`src/rtl/fifo_write_arbiter.sv`:
```
// Round-robin, burst-limited arbiter sharing one FIFO write port between several producers.
// Optional macro FIFO_WRITE_ARBITER_LOCK_EN adds request_lock to keep multi-beat packets contiguous.
module fifo_write_arbiter #(
  parameter int REQUESTERS      = 4,
  parameter int WIDTH           = 8,
  parameter int MAX_BURST       = 4,
  parameter int REQUESTERS_LOG2 = $clog2(REQUESTERS),
  parameter int BURST_LOG2      = $clog2(MAX_BURST + 1)
) (
  input  logic                          clock,
  input  logic                          resetn,
  input  logic [REQUESTERS-1:0]         request_valid,
  input  logic [REQUESTERS*WIDTH-1:0]   request_data,
  output logic [REQUESTERS-1:0]         request_ready,
`ifdef FIFO_WRITE_ARBITER_LOCK_EN
  input  logic [REQUESTERS-1:0]         request_lock,
`endif
  input  logic                          fifo_write_full,
  output logic                          fifo_write_enable,
  output logic [WIDTH-1:0]              fifo_write_data,
  output logic                          grant_active,
  output logic [REQUESTERS_LOG2-1:0]    grant_index
);

  // state   | meaning
  // IDLE    | no owner; arbitrate on any request_valid
  // GRANTED | grant_index owns the write port until burst end or valid drop
  localparam logic [0:0] ST_IDLE    = 1'b0;
  localparam logic [0:0] ST_GRANTED = 1'b1;

  logic [0:0]                 state, state_next;
  logic [REQUESTERS_LOG2-1:0] owner_next;
  logic [REQUESTERS_LOG2-1:0] pointer, pointer_next;
  logic [BURST_LOG2-1:0]      count, count_next;
  logic [REQUESTERS_LOG2-1:0] arb_start;
  logic [REQUESTERS_LOG2:0]   arb_result;
  logic                       arb_found;
  logic [REQUESTERS_LOG2-1:0] arb_lane;
  logic                       owner_valid;
  logic                       owner_lock;
  logic                       transfer;
  logic                       burst_end;
  logic                       release_grant;

  function automatic logic [REQUESTERS_LOG2-1:0] next_lane(input logic [REQUESTERS_LOG2-1:0] lane);
    return (lane == REQUESTERS_LOG2'(REQUESTERS - 1)) ? '0 : lane + REQUESTERS_LOG2'(1);
  endfunction

  // Returns {found, lane}; scanning high-to-low offsets leaves the nearest valid lane last.
  function automatic logic [REQUESTERS_LOG2:0] arbitrate(input logic [REQUESTERS-1:0] valid,
                                                         input logic [REQUESTERS_LOG2-1:0] start);
    logic [REQUESTERS_LOG2:0] result;
    int idx;
    result = '0;
    for (int i = REQUESTERS - 1; i >= 0; i--) begin
      idx = (int'(start) + i) % REQUESTERS;
      if (valid[idx]) result = {1'b1, REQUESTERS_LOG2'(idx)};
    end
    return result;
  endfunction

  assign grant_active = (state == ST_GRANTED);
  assign owner_valid  = request_valid[grant_index];

`ifdef FIFO_WRITE_ARBITER_LOCK_EN
  assign owner_lock = request_lock[grant_index];
`else
  assign owner_lock = 1'b0;
`endif

  assign fifo_write_data   = request_data[int'(grant_index)*WIDTH +: WIDTH];
  assign fifo_write_enable = resetn && grant_active && owner_valid && !fifo_write_full;
  assign transfer          = fifo_write_enable;

  always_comb begin
    request_ready = '0;
    if (resetn && grant_active && !fifo_write_full) request_ready[grant_index] = 1'b1;
  end

  assign burst_end     = transfer && (count == BURST_LOG2'(MAX_BURST - 1)) && !owner_lock;
  assign release_grant = burst_end || (!owner_valid && !owner_lock);

  assign arb_start  = (state == ST_IDLE) ? pointer : next_lane(grant_index);
  assign arb_result = arbitrate(request_valid, arb_start);
  assign arb_found  = arb_result[REQUESTERS_LOG2];
  assign arb_lane   = arb_result[REQUESTERS_LOG2-1:0];

  always_comb begin
    state_next   = state;
    owner_next   = grant_index;
    pointer_next = pointer;
    count_next   = count;
    case (state)
      ST_IDLE: begin
        if (arb_found) begin
          state_next   = ST_GRANTED;
          owner_next   = arb_lane;
          pointer_next = next_lane(arb_lane);
          count_next   = '0;
        end
      end
      default: begin
        if (release_grant) begin
          count_next = '0;
          if (arb_found) begin
            owner_next   = arb_lane;
            pointer_next = next_lane(arb_lane);
          end else begin
            state_next = ST_IDLE;
          end
        end else if (owner_lock) begin
          count_next = '0;
        end else if (transfer) begin
          count_next = count + BURST_LOG2'(1);
        end
      end
    endcase
  end

  always_ff @(posedge clock) begin
    if (!resetn) begin
      state       <= ST_IDLE;
      grant_index <= '0;
      pointer     <= '0;
      count       <= '0;
    end else begin
      state       <= state_next;
      grant_index <= owner_next;
      pointer     <= pointer_next;
      count       <= count_next;
    end
  end

endmodule

```
`config.mk`:
```
export PLATFORM = sky130hd
export DESIGN_NAME = fifo_write_arbiter
export DESIGN_NICKNAME = d
export VERILOG_FILES = /design/src/rtl/fifo_write_arbiter.sv
export SDC_FILE = /design/constraint.sdc
export NUM_CORES = 1
export LEC_CHECK = 0
export ABC_AREA = 1
export CAP_MARGIN = 0
export CORE_ASPECT_RATIO = 1.25
export CORE_MARGIN = 1
export CORE_UTILIZATION = 43
export CTS_BUF_LIST = sky130_fd_sc_hd__clkbuf_2 sky130_fd_sc_hd__clkbuf_4 sky130_fd_sc_hd__clkbuf_8
export DETAILED_ROUTE_END_ITERATION = 6
export GPL_TIMING_DRIVEN = 0
export PLACE_DENSITY = 0.92
export SLEW_MARGIN = 25
export SYNTH_ARGS = -nofsm -noshare
export SYNTH_HDL_FRONTEND = slang
export SYNTH_SLANG_ARGS = --single-unit
```
`constraint.sdc`:
```
create_clock -name clock -period 3.3 [get_ports clock]
set_input_delay 0.66 -clock clock [delete_from_list [all_inputs] [get_ports clock]]
set_output_delay 0.66 -clock clock [all_outputs]
set_load 0.01 [all_outputs]
```
==> reports/metrics.yaml <==
critical_path:
  end_kind: "flop"
  crit_required_ns: 3.45
  cp-start-kind: "flop"
  crit_type: "reg2reg"
  path_max_fanout: 19
  startpoint: "grant_index[0]$_SDFFE_PN0P_"
  worstReg2RegStart: "grant_index[0]$_SDFFE_PN0P_"
  arrival_ns: 3.11
clock_tree:
  clk_pin_slew_ns: 0.06
  clockBufferDepth: 2
  insertion_delay_ns: 0.25
  cts-root-buf: "clkbuf_4"
  hold_buffers: 0
  clock_sinks: 8
  tritoncts: "yes"
  htreeDepth: 1
  numCtsBuffers: 3
  postCtsSetupRepairBufs: 0
timing:
  drv_slew: 0
  relSlewSlack: 0.651
  period_minus_slack_ns: 2.96
  rsz0062_at_grt: "false"
  hold_viol_final: 0
  timing.fmax_ghz: 0.338
  fin_skew_ns: 0.00535
  worst_pin_slew_ns: 0.524
  setup_tns_ns: 0
  fin_crit_sh: 0.897
  setup_viol: 0
  holdWs_ns: 0.522
power:
  p_total_uw: 1330
  total_leakage_power_uw: 0.000819
  power_density_nw_per_um2: 733
  peakVddDrop_mv: 0.447
detailed_routing:
  vias: 1373
  first_pass_iters: 4
  initialDrtViolationCount: 25
  vias_per_cell: 4.85
  wl_mm: 3.31
  wl_per_cell_um: 11.7
  postRouteAntennaNets: 0
  drc: 0
global_routing:
  grt_pass1_wl_mm: 5.74
  globalRouteOverflowTotal: 0
  grt_pass1_vias: 1341
  grt_max_degree: 12
  grt_usage: 0.238
  antenna_found_initial: 0
layout:
  area_growth_syn_to_layout_pct: 48.2
  layout_commonest_cell: "clkdlybuf4s50_1"
  post-route-util: 0.672
  layout_common_cells: "53 x clkdlybuf4s50_1, 36 x nor2_1, 27 x nand2_1, 20 x inv_1, 17 x nand2_2"
  diodes: 0
  drive_above_1_share: 0.193
  finalNonFillerCells: 283
  nets: 297
placed_design:
  routabilityCongestion: 0.836
  numPortBuffers: 53
  placedCellCount: 281
  dp_hpwl_mm: 2.70
floorplan:
  die_area_um2: 3070
  dieHeight_um: 61.7
  die-width_um: 49.8
  coreArea_um2: 2710
  rows: 21
  start_util: 0.454
  ios: 55
hold_path:
  hp-class: "reg2reg"
  hp-start: "count[1]$_SDFFE_PN0P_"
yosys:
  ys_seq_elements: 8
  syn_area_um2: 1230
  yosys_warnings: 0
  seq_area_frac_synth: 0.130
  ys_types: 31
  syn_area_per_cell_um2: 6.33
  synthCells: 194
  synth_nets: 240
job:
  drv_cap: 0
run_status:
  outcome: "completed"
## registers in the layout, indices dropped and copies added (netlist names)
name and cells:
count 3, grant_index 2, pointer 2, grant_active 1
## worst max-delay path, cell delays in order, from the launching register on
cell and delay, ns:
dfxtp_1 0.49, buf_2 0.27, inv_1 0.27, ha_1 0.40, inv_1 0.07, nand2_2 0.06, nand2_4 0.09, nand3_1 0.08
nand2_2 0.10, nand2_2 0.06, nand2_4 0.12, nand2_1 0.07, nand2_1 0.05, nand2_1 0.06, nand2_2 0.10, inv_1 0.06
ha_1 0.28, o21ai_1 0.17, nor2_1 0.06
## kinds of logic (layout without fill, tap and decap cells)
kind of cell               Yosys count  in the layout  share of synthesized area
DFF                                  8              8                      0.130
adders and majority gates            7              7                     0.0714
and+or+nand+nor                    111            111                      0.522
buffers and inverters               32             87                      0.115
AOI/OAI and AO/OA                   36             36                      0.161
## where the power goes
group	switching, µW	leakage [µW]	internal (µW)
Combinational	642	0.000739	452
Sequential	35.6	0.0000663	130
Clock	33.0	0.0000138	41.6
Total	710	0.000819	623
## per-layer routing
layer  share of wire  vias to the layer above  global-route usage
met5               0                        -                   0
li1                -                      730                   -
met4           0.026                        0              0.0857
met2            0.50                       31               0.448
met1            0.45                      600               0.281
met3           0.029                       12              0.0268
## worst paths after layout
kind | end | slack [ns] | cells past startpoint
max reg2reg | pointer[1]$_SDFFE_PN0P_ | 0.34 | 18
min reg2reg | count[1]$_SDFFE_PN0P_ | 0.52 | 4
max | pointer[1]$_SDFFE_PN0P_ | 0.34 | 18
min | count[1]$_SDFFE_PN0P_ | 0.52 | 4
## metrics by stage
stage                     setup slack [ns]  cell area, µm²
after global routing                0.0963            1820
final                                0.341            1820
after global placement               0.321            1800
after detailed placement             0.254            1800
after floorplan                      0.636            1230
after CTS                            0.181            1820
## synthesized netlist by cell type (all sizes together)
cell    count  area (µm²)
o22ai       8        50.1
a21oi       5        28.8
clkbuf      3        12.5
o21ai      21         105
nor2       40         174
o211ai      1        7.51
nand3b      1        7.51
nand4       2        27.5
dfxtp       8         160
nand2      55         349
ha          7        87.6
nand3      13        82.6
buf         4        25.0
a31oi       1        6.26
inv        25         104
## cell type report
cell class / count / area (µm²)
Multi-Input combinational cell: 154 / 926
Timing Repair Buffer: 53 / 531
Tap cell: 34 / 42.5
Fill cell: 234 / 887
Sequential cell: 8 / 160
Inverter: 25 / 104
Clock buffer: 3 / 22.5
Buffer: 6 / 33.8
## repair_timing
item / in CTS / in global routing
endpoints found under the setup margin: 0 / 1
resized for setup: 0 / 0
endpoints found under the hold margin: 0 / 0
(Power assumes the default switching activity.)
==> edit, RTL diff (same settings) <==
Set the parameter `REQUESTERS` to 8 (it was 4).
--- a/src/rtl/fifo_write_arbiter.sv
+++ b/src/rtl/fifo_write_arbiter.sv
@@ -3,3 +3,3 @@
 module fifo_write_arbiter #(
-  parameter int REQUESTERS      = 4,
+  parameter int REQUESTERS      = 8,
   parameter int WIDTH           = 8,
Interface: changed (resized grant_index, request_data, request_ready and request_valid); port bits go from 55 to 96. No check against the original RTL was run, so the function may have changed too.
==> edit against the original RTL <==
Sequential cell count is 2 higher; power is 100% higher; wire length is 120% higher; clock skew is 0.0018 ns lower; setup slack worse by 0.11 ns; final area is 71% higher; count of clock-buffer cells in the layout stayed put; synthesized area is 60% higher; via count is 93% higher; critical path type unchanged; largest cell class unchanged; highest routed layer unchanged.
==> edit: results (changes against the original RTL) <==
Pwr
  – Worst VDD drop: 515.0 µV (was 446.8 µV)
  – Leak Pwr: 1.408 nW (was 0.8191 nW)

Synthesis
  – Yosys warns: 0 (unchanged)
  – Synth top area cells: nand2_1, dfxtp_1, nand3_1 (was dfxtp_1, nor2_1, nand2_2)
  – Seq/Total Area, Yosys: 10.20% (was 13.05%)
  – Count of different cell masters after synthesis: 38 (was 31)
  – Top cell types by occurrence after synthesis: nand2_1, nand3_1, inv_1 (was nor2_1, nand2_1, inv_1)
  – Main flop type after synthesis: dfxtp_1 (unchanged)
  – Async S/R FF share, synth: 0% (unchanged)
  – Synth Net Count: 403 (was 240)

Global routing
  – GRT Resource Usage Total: 29.25% (was 23.79%)
  – Met1 Usage GRT: 30.97% (was 28.11%)
  – Initial antenna violation count: 0 (unchanged)
  – Met2 usage: 56.85% (was 44.79%)
  – Global Route met3 Usage: 3.971% (was 2.676%)
  – Pin count of the biggest net entering global routing: 11 (was 12)
  – First-pass GRT wire length: 11590 µm (was 5740 µm)

STA
  – Slew margin rel.: 53.22% (was 65.06%)
  – Clk_skew: 0.003561 ns (was 0.005352 ns)

Final layout
  – Top Registers: count: 3 flops, grant_index: 3 flops, pointer: 3 flops (was count: 3 flops, grant_index: 2 flops, pointer: 2 flops)
  – Ant diodes: 0 (unchanged)
  – Layout cells sized above 1: 20.71% (was 19.28%)
  – Final nets: 505 (was 297)

CTS
  – Deepest clock path buffer count: 2 (unchanged)
  – CTS Root Buffer Type: clkbuf_8 (was clkbuf_4)
  – Cts bufs inserted: 3 (unchanged)
  – Clk slew on worst S/H paths: 0.05 ns
  – H-Tree Depth: 1 (unchanged)
  – CTS tree: done (unchanged)
  – Clock Latency Late Sink: 0.23 ns (was 0.25 ns)

Worst hold path
  – Worst min path class: flop to flop (unchanged)

Status
  – Status: finished clean (unchanged)

Floorplan
  – Die ar.: 4838 µm² (was 3073 µm²)

Drt
  – First-pass iteration count of the detailed router: 4 (unchanged)
  – Via count: 2649 (was 1373)
  – First-iteration detailed-routing DRC count: 135 (was 25)
  – Total wire length: 7151 µm (was 3313 µm)
  – Number of routed nets with antenna violations: 0 (unchanged)

Place
  – Gpl congestion: 0.9667 (was 0.8364)
  – Port bufs: 95 (was 53)
  – Hpwl dp: 5732 µm (was 2699 µm)
  – Placement Setup Slack: -0.1299 ns (was 0.2542 ns)

Critical path
  – Worst Path Max Fanout: 10 (was 19)
  – CP delay by family, top: simple AND/OR/NAND/NOR gates (unchanged)
  – CP max-delay cell: dfxtp_2 (was dfxtp_1)
  – Crit path largest cell delay: 0.33 ns (was 0.49 ns)
  – Worst Path Arrival: 3.20 ns (was 3.11 ns)
-- edit: cell count changes after synthesis, moves of 6 or more --
cell and change:
nor2_1 -24, nand4_1 +7, o22ai_1 -7, a22oi_1 +7
inv_1 +12, a21oi_1 +11, nand2_1 +60, nand3_2 +13
o21ai_0 -9, nand2_2 +6, a221oi_1 +10, nand3_1 +25
inv_2 +6
-- edit: metrics by stage --
| stage | setup TNS [ns] | area (µm²) | hold slack (ns) | total power [W] | instances |
|---|---|---|---|---|---|
| floorplan | 0 | 1962 | 0.4516 | 0.001849 | 320 |
| global placement | -0.06778 | 2985 | 0.4670 | 0.002420 | 473 |
| CTS | 0 | 3043 | 0.4923 | 0.002609 | 478 |
| global route | 0 | 3103 | 0.5057 | 0.003012 | 478 |
| finish | 0 | 3103 | 0.4920 | 0.002728 | 478 |
| detailed placement | -0.3899 | 2985 | 0.4850 | 0.002474 | 473 |
-- edit: routing by layer --
layer	share of wire, %	routed length (µm)
met5	0	0
met4	3.0	216
met3	6.2	443
met2	52	3684
met1	39	2806
-- edit: kinds of logic after synthesis --
family | share of synthesized area (%)
AOI/OAI and AO/OA | 16.65
xor gates and xnor gates | 1.276
adders and majority gates | 5.102
buffers and inverters | 11.73
DFF | 10.20
and+or+nand+nor | 55.04
-- edit: layout make-up --
class | instances | area (µm²)
flip-flops and latches | 10 | 201.4
fillers | 351 | 1289
clock buffers | 3 | 41.29
repair buffers | 97 | 968.4
inverters | 45 | 172.7
well taps | 58 | 72.57
multi-input cells | 259 | 1588
plain buffers | 6 | 58.81
-- edit: timing repair --
| action | in CTS | in global routing |
|---|---|---|
| gates cloned | 0 | 0 |
| setup endpoints to repair | 9 | 12 |
| pin swaps | 0 | 1 |
| resized for setup | 1 | 15 |
| buffers inserted | 2 | 0 |
-- edit: worst paths after layout --
path              slack [ns]  cells past startpoint                        start                 endpoint
setup / recovery        0.23                     21  grant_index[0]$_SDFFE_PN0P_  pointer[2]$_SDFFE_PN0P_
hold / removal          0.49                      2        count[0]$_SDFFE_PN0P_    count[0]$_SDFFE_PN0P_
setup reg to reg        0.23                     21  grant_index[0]$_SDFFE_PN0P_  pointer[2]$_SDFFE_PN0P_
hold reg to reg         0.49                      2        count[0]$_SDFFE_PN0P_    count[0]$_SDFFE_PN0P_
-- edit: tightest hold or removal path, stage by stage, from the launching register on --
cell and delay [ns]:
dfxtp_1 0.32, nand2_1 0.07, a21oi_1 0.05
-- edit: where the power goes --
group	leakage (nW)	switching, W	internal, W
Sequential	0.0829	0.0000308	0.000163
Clock	0.0216	0.0000442	0.0000796
Combinational	1.30	0.00143	0.000976
Total	1.41	0.00151	0.00122
